**src/rtl/cl_compute_request_packer_pkg.sv**
```systemverilog
// Shared definitions for the compute-request packer and the compute engine's stream separator.
// Lane order must match the separator's unpack order.
package PairHMMPackage;

  localparam int unsigned FIELD_WIDTH = 32;
  localparam int unsigned NUM_FIELDS  = 17;

  typedef enum logic [4:0] {
    TOP_INSERTION          = 5'd0,
    TOP_DELETION           = 5'd1,
    TOP_MATCH              = 5'd2,
    LEFT_INSERTION         = 5'd3,
    LEFT_DELETION          = 5'd4,
    LEFT_MATCH             = 5'd5,
    DIAG_INSERTION         = 5'd6,
    DIAG_DELETION          = 5'd7,
    DIAG_MATCH             = 5'd8,
    MATCH_TO_MATCH         = 5'd9,
    INSERTION_TO_MATCH     = 5'd10,
    INSERTION_TO_INSERTION = 5'd11,
    DELETION_TO_MATCH      = 5'd12,
    DELETION_TO_DELETION   = 5'd13,
    READ_BASE              = 5'd14,
    HAP_BASE               = 5'd15,
    ID                     = 5'd16
  } field_lane_e;

  typedef enum logic [0:0] {
    StGather   = 1'b0,
    StComplete = 1'b1
  } gather_state_e;

endpackage

```
**src/rtl/cl_field_capture_slot.sv**
```systemverilog
// One field lane: capture register, loaded flag and ready.
// A loaded lane refuses new data until the whole request moves to the output register.
module cl_field_capture_slot #(
  parameter int unsigned Width = PairHMMPackage::FIELD_WIDTH
) (
  input  logic             clock_i,
  input  logic             reset_n_i,
  input  logic [Width-1:0] data_i,
  input  logic             valid_i,
  input  logic             transfer_i,
  output logic             ready_o,
  output logic             handshake_o,
  output logic             loaded_o,
  output logic [Width-1:0] field_o
);

  logic             loaded_q, loaded_d;
  logic [Width-1:0] field_q, field_d;

  assign ready_o     = !loaded_q || transfer_i;
  assign handshake_o = valid_i && ready_o;
  assign loaded_o    = loaded_q;
  assign field_o     = field_q;

  always_comb begin
    loaded_d = loaded_q;
    field_d  = field_q;
    // A handshake in the transfer cycle refills the lane with the next request's data.
    if (handshake_o) begin
      loaded_d = 1'b1;
      field_d  = data_i;
    end else if (transfer_i) begin
      loaded_d = 1'b0;
    end
  end

  always_ff @(posedge clock_i) begin
    if (!reset_n_i) begin
      loaded_q <= 1'b0;
      field_q  <= '0;
    end else begin
      loaded_q <= loaded_d;
      field_q  <= field_d;
    end
  end

endmodule

```
**src/rtl/cl_compute_request_packer.sv**
```systemverilog
// Gathers one field per lane into a packed compute-request word and writes it to the
// compute-request FIFO through a registered, back-pressure-aware output stage.
module cl_compute_request_packer #(
  parameter int unsigned NUM_FIELDS  = PairHMMPackage::NUM_FIELDS,
  parameter int unsigned FIELD_WIDTH = PairHMMPackage::FIELD_WIDTH
) (
  input  logic                              clock_i,
  input  logic                              reset_n_i,
  input  logic [FIELD_WIDTH-1:0]            s_tdata_i [NUM_FIELDS],
  input  logic [NUM_FIELDS-1:0]             s_tvalid_i,
  output logic [NUM_FIELDS-1:0]             s_tready_o,
  output logic [NUM_FIELDS*FIELD_WIDTH-1:0] fifo_data_o,
  output logic                              fifo_write_o,
  input  logic                              fifo_full_i,
  output logic [31:0]                       words_written_o,
  output logic                              busy_o
);

  localparam int unsigned DataWidth = NUM_FIELDS * FIELD_WIDTH;

  logic [NUM_FIELDS-1:0]     loaded;
  logic [NUM_FIELDS-1:0]     handshake;
  logic [FIELD_WIDTH-1:0]    field [NUM_FIELDS];
  logic [DataWidth-1:0]      packed_fields;
  logic                      transfer;
  logic                      fifo_write;

  PairHMMPackage::gather_state_e state_q, state_d;

  logic                 out_valid_q, out_valid_d;
  logic [DataWidth-1:0] out_data_q, out_data_d;
  logic [31:0]          words_q, words_d;

  for (genvar k = 0; k < NUM_FIELDS; k++) begin : g_slot
    cl_field_capture_slot #(
      .Width(FIELD_WIDTH)
    ) u_slot (
      .clock_i    (clock_i),
      .reset_n_i  (reset_n_i),
      .data_i     (s_tdata_i[k]),
      .valid_i    (s_tvalid_i[k]),
      .transfer_i (transfer),
      .ready_o    (s_tready_o[k]),
      .handshake_o(handshake[k]),
      .loaded_o   (loaded[k]),
      .field_o    (field[k])
    );
  end

  always_comb begin
    packed_fields = '0;
    for (int unsigned k = 0; k < NUM_FIELDS; k++) begin
      packed_fields[k*FIELD_WIDTH +: FIELD_WIDTH] = field[k];
    end
  end

  // COMPLETE is equivalent to all lanes loaded; no dependency on s_tvalid_i reaches ready.
  assign transfer = (state_q == PairHMMPackage::StComplete) && (!out_valid_q || !fifo_full_i);

  always_comb begin
    state_d = state_q;
    unique case (state_q)
      PairHMMPackage::StGather: begin
        if (&(loaded | handshake)) state_d = PairHMMPackage::StComplete;
      end
      PairHMMPackage::StComplete: begin
        if (transfer && !(&handshake)) state_d = PairHMMPackage::StGather;
      end
      default: state_d = PairHMMPackage::StGather;
    endcase
  end

  // Gated by reset so a pending word is discarded rather than written in the reset cycle.
  assign fifo_write = out_valid_q && !fifo_full_i && reset_n_i;

  always_comb begin
    out_valid_d = out_valid_q;
    out_data_d  = out_data_q;
    if (transfer) begin
      out_valid_d = 1'b1;
      out_data_d  = packed_fields;
    end else if (fifo_write) begin
      out_valid_d = 1'b0;
    end
    words_d = words_q + {31'd0, fifo_write};
  end

  always_ff @(posedge clock_i) begin
    if (!reset_n_i) begin
      state_q     <= PairHMMPackage::StGather;
      out_valid_q <= 1'b0;
      out_data_q  <= '0;
      words_q     <= '0;
    end else begin
      state_q     <= state_d;
      out_valid_q <= out_valid_d;
      out_data_q  <= out_data_d;
      words_q     <= words_d;
    end
  end

  assign fifo_data_o     = out_data_q;
  assign fifo_write_o    = fifo_write;
  assign words_written_o = words_q;
  assign busy_o          = (|loaded) || out_valid_q;

endmodule
```
**config.mk**
```make
export PLATFORM = sky130hd
export DESIGN_NAME = cl_compute_request_packer
export DESIGN_NICKNAME = d
export VERILOG_FILES = /design/src/rtl/cl_compute_request_packer_pkg.sv /design/src/rtl/cl_field_capture_slot.sv /design/src/rtl/cl_compute_request_packer.sv
export SDC_FILE = /design/constraint.sdc
export NUM_CORES = 2
export LEC_CHECK = 0
export ABC_AREA = 1
export CAP_MARGIN = 20
export CORE_AREA = 5 5 442 444
export CTS_CLUSTER_SIZE = 16
export DETAILED_ROUTE_END_ITERATION = 16
export DIE_AREA = 0 0 447 449
export PLACE_DENSITY = 0.41
export SYNTH_ARGS = -nofsm -noshare
export SYNTH_HDL_FRONTEND = slang
export SYNTH_SLANG_ARGS = --single-unit
```
**constraint.sdc**
```tcl
create_clock -name clock_i -period 4.1 [get_ports clock_i]
set_input_delay 0.82 -clock clock_i [delete_from_list [all_inputs] [get_ports clock_i]]
set_output_delay 0.82 -clock clock_i [all_outputs]
set_load 0.02 [all_outputs]
```
Word level (Yosys, flattened, before mapping)
Index checks and enable logic that the tools add are counted.
{"block": "word_totals", "ff_bits": 1139, "out_inout_bits": 595}
{"block": "classes", "addsub": 1, "n_mux": 23, "n_bitwise": 2, "reduce_logical": 81}
{"cell": "2-bit nonzero test", "count": 18}
{"cell": "17-bit AND reduction", "count": 2}
{"cell": "32-bit by 1-bit adder with 32-bit output", "count": 1}
{"cell": "1-bit two-way mux", "count": 22}
{"cell": "1-bit logical AND", "count": 21}
{"cell": "1-bit zero test", "count": 20}
{"cell": "1-bit logical OR", "count": 19}
{"cell": "17-bit OR", "count": 1}
{"cell": "17-bit OR reduction", "count": 1}
{"cell": "1-bit one-hot mux with 2 select lines", "count": 1}
{"cell": "1-bit NOT", "count": 1}

Logic depth before layout (Yosys ltp)
{"block": "logic_depth", "ltp_word": 10, "mapped_depth": 16, "ltp_nobuf": 13}

Hierarchy
A second synthesis with hierarchy kept.
{"block": "hier_totals", "hier_cells": 6355, "area_unflattened_um2": 45954.1}
{"module": "cl_field_capture_slot", "instances": 17, "cells_each": 216, "area_per_inst_um2": 1488.9}
{"module": "cl_compute_request_packer", "instances": 1, "cells_each": 2683, "area_per_inst_um2": 20642.3}

Worst setup path after synthesis
OpenSTA, ideal clock, no wires.
{"block": "synth_timing", "path_kind": "input port to flip-flop", "start": "in reset_n_i", "end": "reg words_q[16], in the netlist words_written_o[16]", "setup_time_ns": 0.118, "t_arrival_ns": 3.242, "required_ns": 3.982, "path_slack_ns": 0.740, "stages": 16, "n_path_buf": 3, "cell_sequence": "buf_2 > clkbuf_1 > clkbuf_1 > nand2_1 > nor2_1 > ha_1 > ha_1 > nand3_4 > nor2_4 > inv_1 > nor2_1 > nand2_1 > nor2_1 > nand3_1 > nand2_1 > a21oi_1"}
{"block": "synth_via", "elab_chain_cells": 2}
{"element": "start: declaration", "line": "cl_compute_request_packer.sv:8", "rtl": "input logic reset_n_i,"}
{"element": "1-bit logical AND", "line": "cl_compute_request_packer.sv:74", "rtl": "assign fifo_write = out_valid_q && !fifo_full_i && reset_n_i;"}
{"element": "named net fifo_write_o", "line": "cl_compute_request_packer.sv:13", "rtl": "output logic fifo_write_o,"}
{"element": "32-bit by 1-bit adder with 32-bit output", "line": "cl_compute_request_packer.sv:85", "rtl": "words_d = words_q + {31'd0, fifo_write};"}
{"element": "end signal: assignment", "line": "cl_compute_request_packer.sv:98", "rtl": "words_q <= words_d;"}
{"element": "end: declaration", "line": "cl_compute_request_packer.sv:32", "rtl": "logic [31:0] words_q, words_d;"}
The timed path passes the listed nets, and every way through them passes these cells.
A chain may end at the register's enable or synchronous reset.

Worst setup path in the final report
{"block": "layout_timing", "start": "in fifo_full_i", "end": "out s_tready_o[9]"}
{"block": "layout_via", "elab_chain_cells": 4}
{"element": "start: declaration", "line": "cl_compute_request_packer.sv:14", "rtl": "input logic fifo_full_i,"}
{"element": "1-bit zero test", "line": "cl_compute_request_packer.sv:58", "rtl": "assign transfer = (state_q == PairHMMPackage::StComplete) && (!out_valid_q || !fifo_full_i);"}
{"element": "1-bit logical OR", "line": "cl_compute_request_packer.sv:58"}
{"element": "1-bit logical AND", "line": "cl_compute_request_packer.sv:58"}
{"element": "1-bit logical OR", "line": "cl_field_capture_slot.sv:20", "rtl": "assign ready_o = !loaded_q || transfer_i;"}
{"element": "end: declaration", "line": "cl_compute_request_packer.sv:11", "rtl": "output logic [NUM_FIELDS-1:0] s_tready_o,"}
Every way passes these cells.

==> results.ini <==
[sta]
timing.hold.ws_ps = 471
relSlewSlack_pct = 17.8
finalCriticalPeriod_ps = 3570
worstMarginPinSlew_ps = 1230
slew_violations = 0
finalSetupViolCount = 0
finalHoldViolations = 0
fmax_mhz = 280
skew_ps = 27.0
tns_ps = 0
finalCritPeriodShare_pct = 87.0
rsz0062_at_grt = false

[clock_tree]
cts_sinks = 1139
h-tree-depth = 4
clkSlewWorstSetupHoldPaths_ps = 50
cts_root_buffer = clkbuf_16
cts_setup_buffers = 0
hold_buffers = 0
cts.path.max_buffers = 3
clkLatencyLatePin_ps = 800
numCtsBuffers = 137
cts_tree = yes
cts_resized = 0

[layout]
utilization_pct = 30.5
area_growth_pct = 46.3
layout.nets = 6700
drive_gt1_share_pct = 5.11
fin_area_um2 = 58300
nFillCells = 20576

[yosys]
synth_top_area_cell = dfxtp_1
ys_seq_area_share_pct = 57.2
ys_warn_count = 0
netlist_area_um2 = 39900
synth_edf_count = 0
synth_area_per_cell_um2 = 7.77
async_flop_share_pct = 0
ys_ff_latch = 1139
synth.most_common_cell = nor2_1
postSynthCellCount = 5130
synth_cell_types = 32
synth-main-ff-cell = dfxtp_1
ys_top_cells_by_count = nor2_1, dfxtp_1, o21ai_0
syn_nets = 5696
synth_top_area_share_pct = 57.2
synth_area_leaders = dfxtp_1, nor2_1, o21ai_0, clkbuf_1, buf_2

[placed_design]
place.gp.congestion = 0.868
hpwl_um = 137000
place_area_um2 = 53700
port_buffers = 1158

[global_route]
grt_overflow = 0
grt_pass1_wl_um = 266000
antenna_found_initial = 52
grt_use_total_pct = 18.0
grt_max_degree = 238
grt_pass1_vias = 35892

[die]
die_w_um = 447
dieArea_um2 = 201000
initial_core_util_pct = 20.8
die_y_um = 449
rows = 161
core_area_um2 = 191000
io_pins = 1159

[worst_hold_path]
holdPathEnd = g_slot[6].u_slot.field_o[5]
hp-start = g_slot[6].u_slot.field_o[5]
hold_path_class = flop to flop
hold_depth = 2

[drt]
drc = 0
drt_wl_total_um = 189000
first_pass_iters = 5
ant_nets = 0
drtIter0Drc = 2227
vias = 37231
wire_per_inst_um = 21.4
drt-vias-per-instance = 4.23

[power_and_ir_drop]
fin_total_pwr_mw = 26.1
seqPwrFrac_pct = 45.2
clkPwrFrac_pct = 47.1
power_density_nw_per_um2 = 447
intPower_mw = 19.7
p_switching_mw = 6.41
p_leak_nw = 21.6
peakVddDrop_mv = 0.297
share_comb_of_total_power_pct = 7.7
sw_frac_of_total_pct = 24.6

[setup_path]
path_class = primary input to primary output
critPathCaptureType = primary output
crit_fanout = 68
critPathArrivalTime_ps = 2750
r2r-start = out_valid_q
r2r_cells = 6
startpoint_type = primary input
ff2ff_setup_slack_ps = 1630
timing.rr.end = fifo_data_o[133]
crit_start = fifo_full_i
required_ps = 3280

[flow_run]
maxCapViolCount = 0

[run_status]
run_status = completed

-- metrics by stage --
stage / std cells / setup slack [ps]
floorplan: 5130 / 740
global placement: 8519 / 504
detailed placement: 8521 / 475
CTS: 8766 / 469
global route: 8781 / 401
finish: 8795 / 534
-- critical path: stages --
cell	delay, ps
clkdlybuf4s50_1	580
nand2_1	190
nand2_8	350
buf_12	390
nand2_1	140
buf_4	220
-- layer usage --
layer	GRT usage, %	part of all wire, %
met3	5.82	7.3
met1	21.1	41
met5	0	0.063
met4	5.37	2.6
met2	31.3	49
-- final cells by class --
type	instances	area (um^2)	share of cell area [%]
Multi-Input combinational cell	3557	15100	26.0
Antenna cell	29	72.6	0.124
Clock inverter	34	460	0.790
Sequential cell	1139	22800	39.1
Clock buffer	211	4050	6.94
Timing Repair Buffer	1233	12400	21.2
Tap cell	2526	3160	5.42
Inverter	66	255	0.438
-- state kept, by name, indices dropped and copies added, names as in the netlist --
signal / cells
fifo_data_o: 544
g_slot.u_slot.field_o: 544
words_written_o: 32
g_slot.u_slot.loaded_o: 17
out_valid_q: 1
state_q: 1
-- how the worst max path moves through the flow --
stage | to | slack, ps | depth (start not counted)
2_1_floorplan | words_written_o[16] | 740 | 16
3_3_place_gp | s_tready_o[9] | 500 | 6
3_5_place_dp | s_tready_o[9] | 480 | 6
4_1_cts | s_tready_o[9] | 470 | 6
5_1_grt | s_tready_o[9] | 400 | 6
6_report | s_tready_o[9] | 530 | 6
-- cells by family after synthesis --
| logic type | after synthesis | share of synthesized area [%] |
|---|---|---|
| and+or+nand+nor | 2401 | 23.1 |
| DFF | 1139 | 57.2 |
| xor gates and xnor gates | 5 | 0.110 |
| buffers and inverters | 434 | 4.89 |
| AOI/OAI and AO/OA | 1149 | 14.7 |
| adders and majority gates | 2 | 0.0628 |
-- cell usage in the layout (no fill, tap or decap), types with 7 or more instances in the layout --
cell type / count
a21oi_1: 39
a21oi_4: 8
buf_12: 15
buf_4: 60
clkbuf_1: 41
clkbuf_16: 138
clkbuf_8: 32
clkdlybuf4s50_1: 1156
clkinv_2: 11
dfxtp_1: 1139
diode_2: 29
inv_1: 57
inv_2: 8
inv_6: 7
nand2_1: 102
nand3_1: 20
nor2_1: 2226
nor3_1: 15
o21ai_0: 1038
o21ai_1: 59
or2_2: 9
-- power by group through the flow --
stage	Clock [mW]	Sequential (mW)	Combinational, mW
after floorplan	0	11.9	0.998
after global placement	0	12.0	2.01
after detailed placement	0	12.0	2.03
after CTS	12.7	11.8	2.04
after global routing	13.1	11.8	2.24
final	12.3	11.8	2.00
Power figures use the tool's default switching activity.
